## src/rtl/regbank_wr_arbiter.sv

```systemverilog
// Write-port controller for a REG32-style register bank.
// After reset it zero-fills every register, one per cycle, then arbitrates two
// writeback requesters (0 = ALU, 1 = memory load) round-robin and issues a
// registered one-hot load pulse with the accepted data one cycle after acceptance.
module regbank_wr_arbiter #(
  parameter int NUM_REGS = 32,
  parameter int ADDR_W   = 5,
  parameter int DATA_W   = 32,
  parameter bit ZERO_REG = 1'b1
) (
  input  logic                CLK,
  input  logic                RESET,
  input  logic                REQ0_VALID,
  input  logic [ADDR_W-1:0]   REQ0_ADDR,
  input  logic [DATA_W-1:0]   REQ0_DATA,
  output logic                REQ0_READY,
  input  logic                REQ1_VALID,
  input  logic [ADDR_W-1:0]   REQ1_ADDR,
  input  logic [DATA_W-1:0]   REQ1_DATA,
  output logic                REQ1_READY,
  output logic [NUM_REGS-1:0] REG_LOAD,
  output logic [DATA_W-1:0]   REG_D,
  output logic                INIT_BUSY,
  output logic                GRANT_ID
);

  typedef enum logic {INIT, RUN} state_t;

  localparam logic [ADDR_W-1:0] LAST_REG = ADDR_W'(NUM_REGS - 1);

  state_t                state;
  state_t                state_nxt;
  logic [ADDR_W-1:0]     count;
  logic [ADDR_W-1:0]     count_nxt;

  logic                  ptr;
  logic                  xfer_p0;
  logic                  gsel_p0;
  logic [ADDR_W-1:0]     addr_p0;
  logic [DATA_W-1:0]     data_p0;

  logic [NUM_REGS-1:0]   load_p1;
  logic [DATA_W-1:0]     data_p1;
  logic                  gid_p1;

  // One-hot decode with the address zero-extended, so out-of-range addresses
  // decode to zero instead of aliasing onto a lower register.
  function automatic logic [NUM_REGS-1:0] decode(input logic [ADDR_W-1:0] addr,
                                                 input logic skip_zero);
    logic [NUM_REGS-1:0] oh;
    logic [31:0]         addr_ext;
    oh       = '0;
    addr_ext = 32'(addr);
    for (int i = 0; i < NUM_REGS; i++) begin
      if (addr_ext == i[31:0]) oh[i] = 1'b1;
    end
    if (skip_zero) oh[0] = 1'b0;
    return oh;
  endfunction

  // Sweep counter and state register.
  always_ff @(posedge CLK or posedge RESET) begin
    if (RESET) begin
      state <= INIT;
      count <= '0;
    end else begin
      state <= state_nxt;
      count <= count_nxt;
    end
  end

  // Next-state: walk the sweep count, leave INIT after the last register.
  always_comb begin
    state_nxt = state;
    count_nxt = count;
    case (state)
      INIT: begin
        count_nxt = count + ADDR_W'(1);
        if (count == LAST_REG) begin
          state_nxt = RUN;
          count_nxt = '0;
        end
      end
      RUN: begin
        state_nxt = RUN;
      end
      default: begin
        state_nxt = INIT;
        count_nxt = '0;
      end
    endcase
  end

  // p0: combinational round-robin grant; ptr names the favoured requester on contention.
  assign REQ0_READY = (state == RUN) & REQ0_VALID & (~REQ1_VALID | ~ptr);
  assign REQ1_READY = (state == RUN) & REQ1_VALID & (~REQ0_VALID |  ptr);
  assign xfer_p0    = REQ0_READY | REQ1_READY;
  assign gsel_p0    = REQ1_READY;
  assign addr_p0    = gsel_p0 ? REQ1_ADDR : REQ0_ADDR;
  assign data_p0    = gsel_p0 ? REQ1_DATA : REQ0_DATA;

  // p1: register the accepted write; load pulse lasts one cycle, data/id hold.
  always_ff @(posedge CLK or posedge RESET) begin
    if (RESET) begin
      load_p1 <= '0;
      data_p1 <= '0;
      gid_p1  <= 1'b0;
      ptr     <= 1'b0;
    end else if (xfer_p0) begin
      load_p1 <= decode(addr_p0, ZERO_REG);
      data_p1 <= data_p0;
      gid_p1  <= gsel_p0;
      ptr     <= ~gsel_p0;
    end else begin
      load_p1 <= '0;
    end
  end

  // During the sweep the load vector follows the count directly so register 0
  // loads in the first cycle after reset release; reset forces it low at once.
  assign REG_LOAD  = RESET ? '0 :
                     (state == INIT) ? decode(count, 1'b0) : load_p1;
  assign REG_D     = data_p1;
  assign GRANT_ID  = gid_p1;
  assign INIT_BUSY = (state == INIT);

endmodule
```

## config.mk

```make
export PLATFORM = sky130hd
export DESIGN_NAME = regbank_wr_arbiter
export DESIGN_NICKNAME = d
export VERILOG_FILES = /design/src/rtl/regbank_wr_arbiter.sv
export SDC_FILE = /design/constraint.sdc
export NUM_CORES = 1
export LEC_CHECK = 0
export CORE_ASPECT_RATIO = 0.6
export CORE_MARGIN = 2
export CORE_UTILIZATION = 49
export CTS_BUF_LIST = sky130_fd_sc_hd__clkbuf_2 sky130_fd_sc_hd__clkbuf_4 sky130_fd_sc_hd__clkbuf_8
export DETAILED_ROUTE_END_ITERATION = 10
export GPL_TIMING_DRIVEN = 1
export PLACE_DENSITY = 0.91
export SETUP_SLACK_MARGIN = 0.5
export SYNTH_ARGS = -nofsm -noshare
export SYNTH_HDL_FRONTEND = slang
export SYNTH_SLANG_ARGS = --single-unit
```

## constraint.sdc

```tcl
create_clock -name CLK -period 5.25 [get_ports CLK]
set_input_delay 1.05 -clock CLK [delete_from_list [all_inputs] [get_ports CLK]]
set_output_delay 1.05 -clock CLK [all_outputs]
set_load 0.02 [all_outputs]
```

==> flow_metrics.py <==
metrics = {
    "pwr": {
        "p_per_area_mw_per_mm2": 262.4,
        "switching_power_mw": 0.3745,
        "sequentialPowerShare_pct": 42.0,
        "p_leak_nw": 2.072,
        "clkPwrFrac_pct": 36.2,
        "p_comb_share_pct": 21.8,
        "intPower_mw": 1.064,
        "sw_frac_of_total_pct": 26.03,
        "irDropWorstVdd_mv": 0.1922,
    },
    "routing": {
        "drc_errors": 0,
        "wl_met2_mm": 5.375,
        "vias": 3713,
        "wl_met1_mm": 5.389,
        "met3_length_mm": 1.052,
        "ant_nets": 0,
        "drt-initial-drc-count": 363,
        "viasPerCell": 5.912,
        "drt-wirelength-per-cell_um": 19.22,
        "drt_pass1_iterations": 5,
        "wirelength_mm": 12.07,
        "highest_layer": "met4",
    },
    "sta": {
        "period_share_pct": 87.12,
        "rsz0062_at_grt": "false",
        "drv_slew": 0,
        "setup_viol": 0,
        "worst_slack_ps": 676.3,
        "tns_ps": 0,
        "hold_viol_final": 0,
        "clock_skew_ps": 3.441,
        "max_freq_ghz": 0.2186,
        "post-route-min-period_ps": 4574,
        "max_slew.worst_pin.slew_ps": 1267,
        "slew_headroom_pct": 15.53,
    },
    "yosys": {
        "synth_area_leaders": "dfrtp_1, a21oi_1, o221a_1",
        "yosysWarnings": 0,
        "netlist_area_mm2": 0.003806,
        "syn-num-nets": 477,
        "syn_area_per_cell_um2": 9.685,
        "synth_seq_cells": 71,
        "synth_cell_types": 38,
        "synth_top_area_share_pct": 46.68,
        "synth_cells": 393,
        "synth_top_cell_by_area": "dfrtp_1",
        "ys_seq_area_share_pct": 46.68,
        "synthArstFlopShare_pct": 100.0,
        "yosys_most_used_dff": "dfrtp_1",
        "synth_edf_count": 0,
    },
    "global_routing": {
        "grt_pass1_wl_mm": 18.84,
        "grt_pass1_vias": 3466,
        "grt_usage_pct": 28.90,
        "grt.overflow.total": 0,
        "antenna_found_initial": 0,
        "grt_max_degree": 78,
    },
    "layout": {
        "diodes": 0,
        "regArea_mm2": 0.001778,
        "fin_nets": 603,
        "syn_to_final_growth_pct": 44.08,
        "multi_input_area_mm2": 0.001844,
        "fill_cells": 545,
        "drive_gt1_share_pct": 5.534,
    },
    "cts": {
        "numCtsBuffers": 9,
        "cts_tree": "done",
        "htreeDepth": 3,
        "root_buffer": "clkbuf_8",
        "clock_latency_ps": 350,
        "cts_resized": 0,
        "clock_sinks": 71,
        "holdBufCountCts": 0,
        "postCtsSetupRepairBufs": 0,
        "clkTransAtPathRegs_ps": 70,
        "cts_buffer_depth": 2,
    },
    "worst_setup_path": {
        "rr_endpoint": "load_p1[19]",
        "crit_type": "input port to primary output",
        "worstPathRequired_ps": 4200,
        "critPathLaunchType": "input port",
        "reg2regPathDepth": 3,
        "crit_path_end_kind": "primary output",
        "r2r_setup_slack_ps": 2540,
        "cp_data_arrival_time_ps": 3520,
        "reg2reg_from": "state",
        "cp_max_fo": 20,
    },
    "die": {
        "die_y_um": 72.27,
        "num_rows": 24,
        "core-area_mm2": 0.007387,
        "die_w_um": 117.8,
        "start_util_pct": 51.52,
        "die_area_mm2": 0.008512,
        "pin_count": 146,
    },
    "min_path": {
        "min_to": "GRANT_ID",
        "hold_path.class": "flop to flop",
        "hold_depth": 1,
        "hp-start": "GRANT_ID",
    },
    "status": {
        "status": "finished, final reports clean",
    },
    "place": {
        "place_worst_setup_slack_ps": 727.7,
        "gp_congestion": 0.9150,
        "port_buffers": 145,
        "dp_hpwl_mm": 8.867,
    },
    "job": {
        "maxCapViolCount": 0,
    },
}
## sequential cells by signal, indices dropped and copies added (netlist names)
signal / cells
REG_D: 32
load_p1: 31
count: 5
GRANT_ID: 1
ptr: 1
state: 1
## how the worst max path moves through the flow
stage                     slack [ps]        from    endpoint
after detailed placement         730  REQ0_VALID  REQ0_READY
after global placement           850  REQ0_VALID  REQ0_READY
after floorplan                 2050       RESET    GRANT_ID
after global routing             580  REQ1_VALID  REQ0_READY
final                            680  REQ1_VALID  REQ0_READY
after CTS                        700  REQ1_VALID  REQ0_READY
## cells in the final DEF, fill, tap and decap left out, types with 2 or more instances in the layout
master           count
ha_1                 6
mux2i_1              2
o211ai_1             9
a21oi_1             60
o221a_1             18
clkdlybuf4s50_1    145
or3_1               29
o21ai_1              4
nor2_1               7
nand2_1             39
a32oi_2              2
and2_1              18
o21ai_0              3
inv_2                3
nor2b_1             11
nand4_1             16
inv_1                4
nand2b_1            25
o2111ai_1            6
clkbuf_8            13
dfrtp_1             70
a221o_1             14
bufinv_16            2
## cell type report
| type | instances | share of cell area (%) |
|---|---|---|
| multi-input cells | 284 | 33.63 |
| flip-flops and latches | 71 | 32.42 |
| repair buffers | 146 | 26.60 |
| clock buffers | 14 | 3.400 |
| well taps | 104 | 2.373 |
| clock inverters | 2 | 1.095 |
| inverters | 7 | 0.4791 |
## cells by family (layout without fill, tap and decap cells)
| group | count (synthesis) | count (layout) | synth area share (%) |
|---|---|---|---|
| and+or+nand+nor | 154 | 154 | 22.75 |
| AOI/OAI and AO/OA | 121 | 121 | 22.81 |
| DFF | 71 | 71 | 46.68 |
| buffers and inverters | 38 | 169 | 4.964 |
| adders and majority gates | 6 | 6 | 1.972 |
| muxes | 3 | 3 | 0.8218 |
## critical path, stage by stage
cell	delay, ps
clkdlybuf4s50_1	560
a21boi_2	300
nand2_1	460
inv_2	470
clkdlybuf4s50_1	670
## per-layer routing
metal  GRT usage [%]  vias up
met1           41.07     1779
li1                -     1690
met5               0        -
met4           10.44        0
met2           42.96      218
met3           7.940       26
## cells in the mapped netlist (all sizes together), types with 9 or more instances
cell type and n:
nand4 16, a21oi 60, or3 29, nand2b 26, buf 18, o211ai 9
a221o 14, nand2 40, and2 19, nor2b 11, o221a 18, dfrtp 71
clkbuf 13
## metrics by stage
step	utilization, %	power [mW]	cell area, µm²	hold slack, ps	instances
after global placement	70.90	0.9134	5238	461.1	612
after detailed placement	70.90	0.9223	5238	491.6	612
after global routing	74.24	1.486	5484	543.2	628
after floorplan	-	0.7664	3806	505.9	393
final	74.24	1.439	5484	526.1	628
after CTS	74.24	1.443	5484	525.1	628
## power by group through the flow
stage               sequential, mW  combinational (mW)  clock [mW]
floorplan                    0.648               0.118           0
global placement             0.611               0.303           0
detailed placement           0.612               0.310           0
CTS                          0.604               0.313       0.526
global route                 0.608               0.332       0.547
finish                       0.604               0.314       0.520
Note: power is estimated with default switching activity, not from simulation.
==> patch: new RTL, config.mk and constraints unchanged <==
`DATA_W`: 32 -> 64.
--- a/src/rtl/regbank_wr_arbiter.sv
+++ b/src/rtl/regbank_wr_arbiter.sv
@@ -7,3 +7,3 @@
   parameter int ADDR_W   = 5,
-  parameter int DATA_W   = 32,
+  parameter int DATA_W   = 64,
   parameter bit ZERO_REG = 1'b1
Ports: changed (resized REG_D, REQ0_DATA and REQ1_DATA); port bits go from 146 to 242. The function was not compared with the original's and may differ.
==> patch against the unedited design <==
  * Via count up 33%
  * Count of clock-buffer cells in the layout fell by 4
  * Sequential cell count rose by 32
  * Largest cell class is now sequential cells
  * Wire length rose by 36%
  * Synthesized area is 26% higher
  * Final area increased by 36%
  * Critical path type unchanged
  * Total power rose by 35%
  * Setup slack gained 530 ps
==> patch: results (changes against the unedited design) <==
{
  "run_status": {"value": "complete, no violations"},
  "synth_fp_nets": {"value": 684, "change": "+43%"},
  "r2r_setup_slack": {"value": 2570, "unit": "ps", "change": "+30 ps"},
  "post_synth_most_frequent_cells": {"value": "nor2_1, dfrtp_1, o22ai_1"},
  "detailedRoute.firstIterationViolations": {"value": 465, "change": "+28%"},
  "leakagePower": {"value": 0.003049, "unit": "uW", "change": "+47%"},
  "grt_start_max_net_pins": {"value": 61, "change": "-22%"},
  "detailed_place.area": {"value": 7264, "unit": "um2", "change": "+39%"},
  "post_synth_main_area_contributors": {"value": "dfrtp_1, nor2_1, o22ai_1"},
  "gr-usage-met3": {"value": 0.08270, "change": "+0.003300"},
  "dp_hpwl": {"value": 12.28, "unit": "mm", "change": "+38%"},
  "firstDrtPassIters": {"value": 6, "change": "+1"},
  "global_route.usage.total": {"value": 0.3038, "change": "+0.01483"},
  "final_layout_size_suffix_gt1_frac": {"value": 0.05263, "change": "-0.002712"},
  "clock-root-buffer": {"value": "clkbuf_8"},
  "fin_skew": {"value": 9.868, "unit": "ps", "change": "+6.426 ps"},
  "global_route_wire_length_before_repair": {"value": 25.07, "unit": "mm", "change": "+33%"},
  "timing.reg2reg.worst_path_depth": {"value": 4, "change": "+1"},
  "worst_r2r_endpoint": {"value": "REG_D[32]"},
  "path_max_fanout": {"value": 10, "change": "-50%"},
  "nNetsFinal": {"value": 903, "change": "+50%"},
  "worst-endpoint-arrival": {"value": 2990, "unit": "ps", "change": "-530 ps"},
  "detail_route.vias_per_cell": {"value": 5.554, "change": "-6.1%"},
  "preCtsSetupSlack": {"value": 1247, "unit": "ps", "change": "+518.9 ps"},
  "synth.lib_cells_used.distinct": {"value": 43, "change": "+13%"},
  "largest_register_ffs": {"value": 64, "change": "+100%"},
  "slew_limit_headroom": {"value": 0.1493, "change": "-0.006011"},
  "global_route.usage.met2": {"value": 0.5204, "change": "+0.09083"},
  "grtUsageMet1": {"value": 0.3841, "change": "-0.02654"},
  "routed_wl": {"value": 16.39, "unit": "mm", "change": "+36%"},
  "gp_congestion": {"value": 1.001, "change": "+9.4%"},
  "hold_path_depth": {"value": 2, "change": "+1"},
  "buffer_ports.inserted": {"value": 241, "change": "+66%"},
  "fin_hold_ws": {"value": 496.2, "unit": "ps", "change": "-29.93 ps"}
}
[patch: cell count changes after synthesis, sizes merged, moves of 17 or more]
cell / change
nand2: -24
nor2: +161
a21oi: -28
dfrtp: +32
o221a: -18
or3: -28
nand2b: -17
and2: -17
o22ai: +55
nor3: +39
[patch: worst max path at each step]
| stage | to | cells past startpoint | start | slack [ps] |
|---|---|---|---|---|
| finish | REQ0_READY | 5 | REQ0_VALID | 1210 |
| global route | REQ1_READY | 5 | REQ0_VALID | 1130 |
| floorplan | GRANT_ID | 3 | RESET | 1140 |
| global placement | REQ0_READY | 5 | REQ0_VALID | 1310 |
| detailed placement | REQ1_READY | 5 | REQ0_VALID | 1250 |
| CTS | REQ0_READY | 5 | REQ0_VALID | 1240 |
[patch: cell families (layout without fill, tap and decap cells)]
family	Yosys count	in the layout	synth area share
mux	4	4	0.008612
simple gates	247	247	0.2268
flops	103	103	0.5376
buf+inv	57	281	0.05010
fa+ha+maj	6	6	0.01566
compound gates	119	119	0.1613
[patch: layout make-up]
class                   count  area (um2)
clock buffers              10       131.4
clock inverters             6       68.82
fillers                   587        1859
inverters                  19       73.82
multi-input cells         376        1987
flip-flops and latches    103        2579
well taps                 130       162.7
repair buffers            246        2462
[patch: worst register-to-register path, cell delays in order, from the launching register on]
cell	delay, ps
dfrtp_2	910
inv_1	310
nor2_4	1050
nor2_1	90
nor2_1	230
[patch: per-stage QoR]
stage | std cells | total power [uW]
6_report | 890 | 1948
5_1_grt | 890 | 2030
4_1_cts | 890 | 1953
3_5_place_dp | 874 | 1448
3_3_place_gp | 874 | 1432
2_1_floorplan | 536 | 1144
[patch: power breakdown]
group	internal, uW	switching, uW	leakage, uW
Combinational	263	276	0.00169
Sequential	860	39.3	0.00126
Clock	230	281	0.000101
Total	1350	596	0.00305
[patch: per-layer routing]
metal | vias up | routed length [um]
li1 | 2287 | -
met1 | 2347 | 6393
met2 | 275 | 8055
met3 | 34 | 1580
met4 | 0 | 359
met5 | - | 0
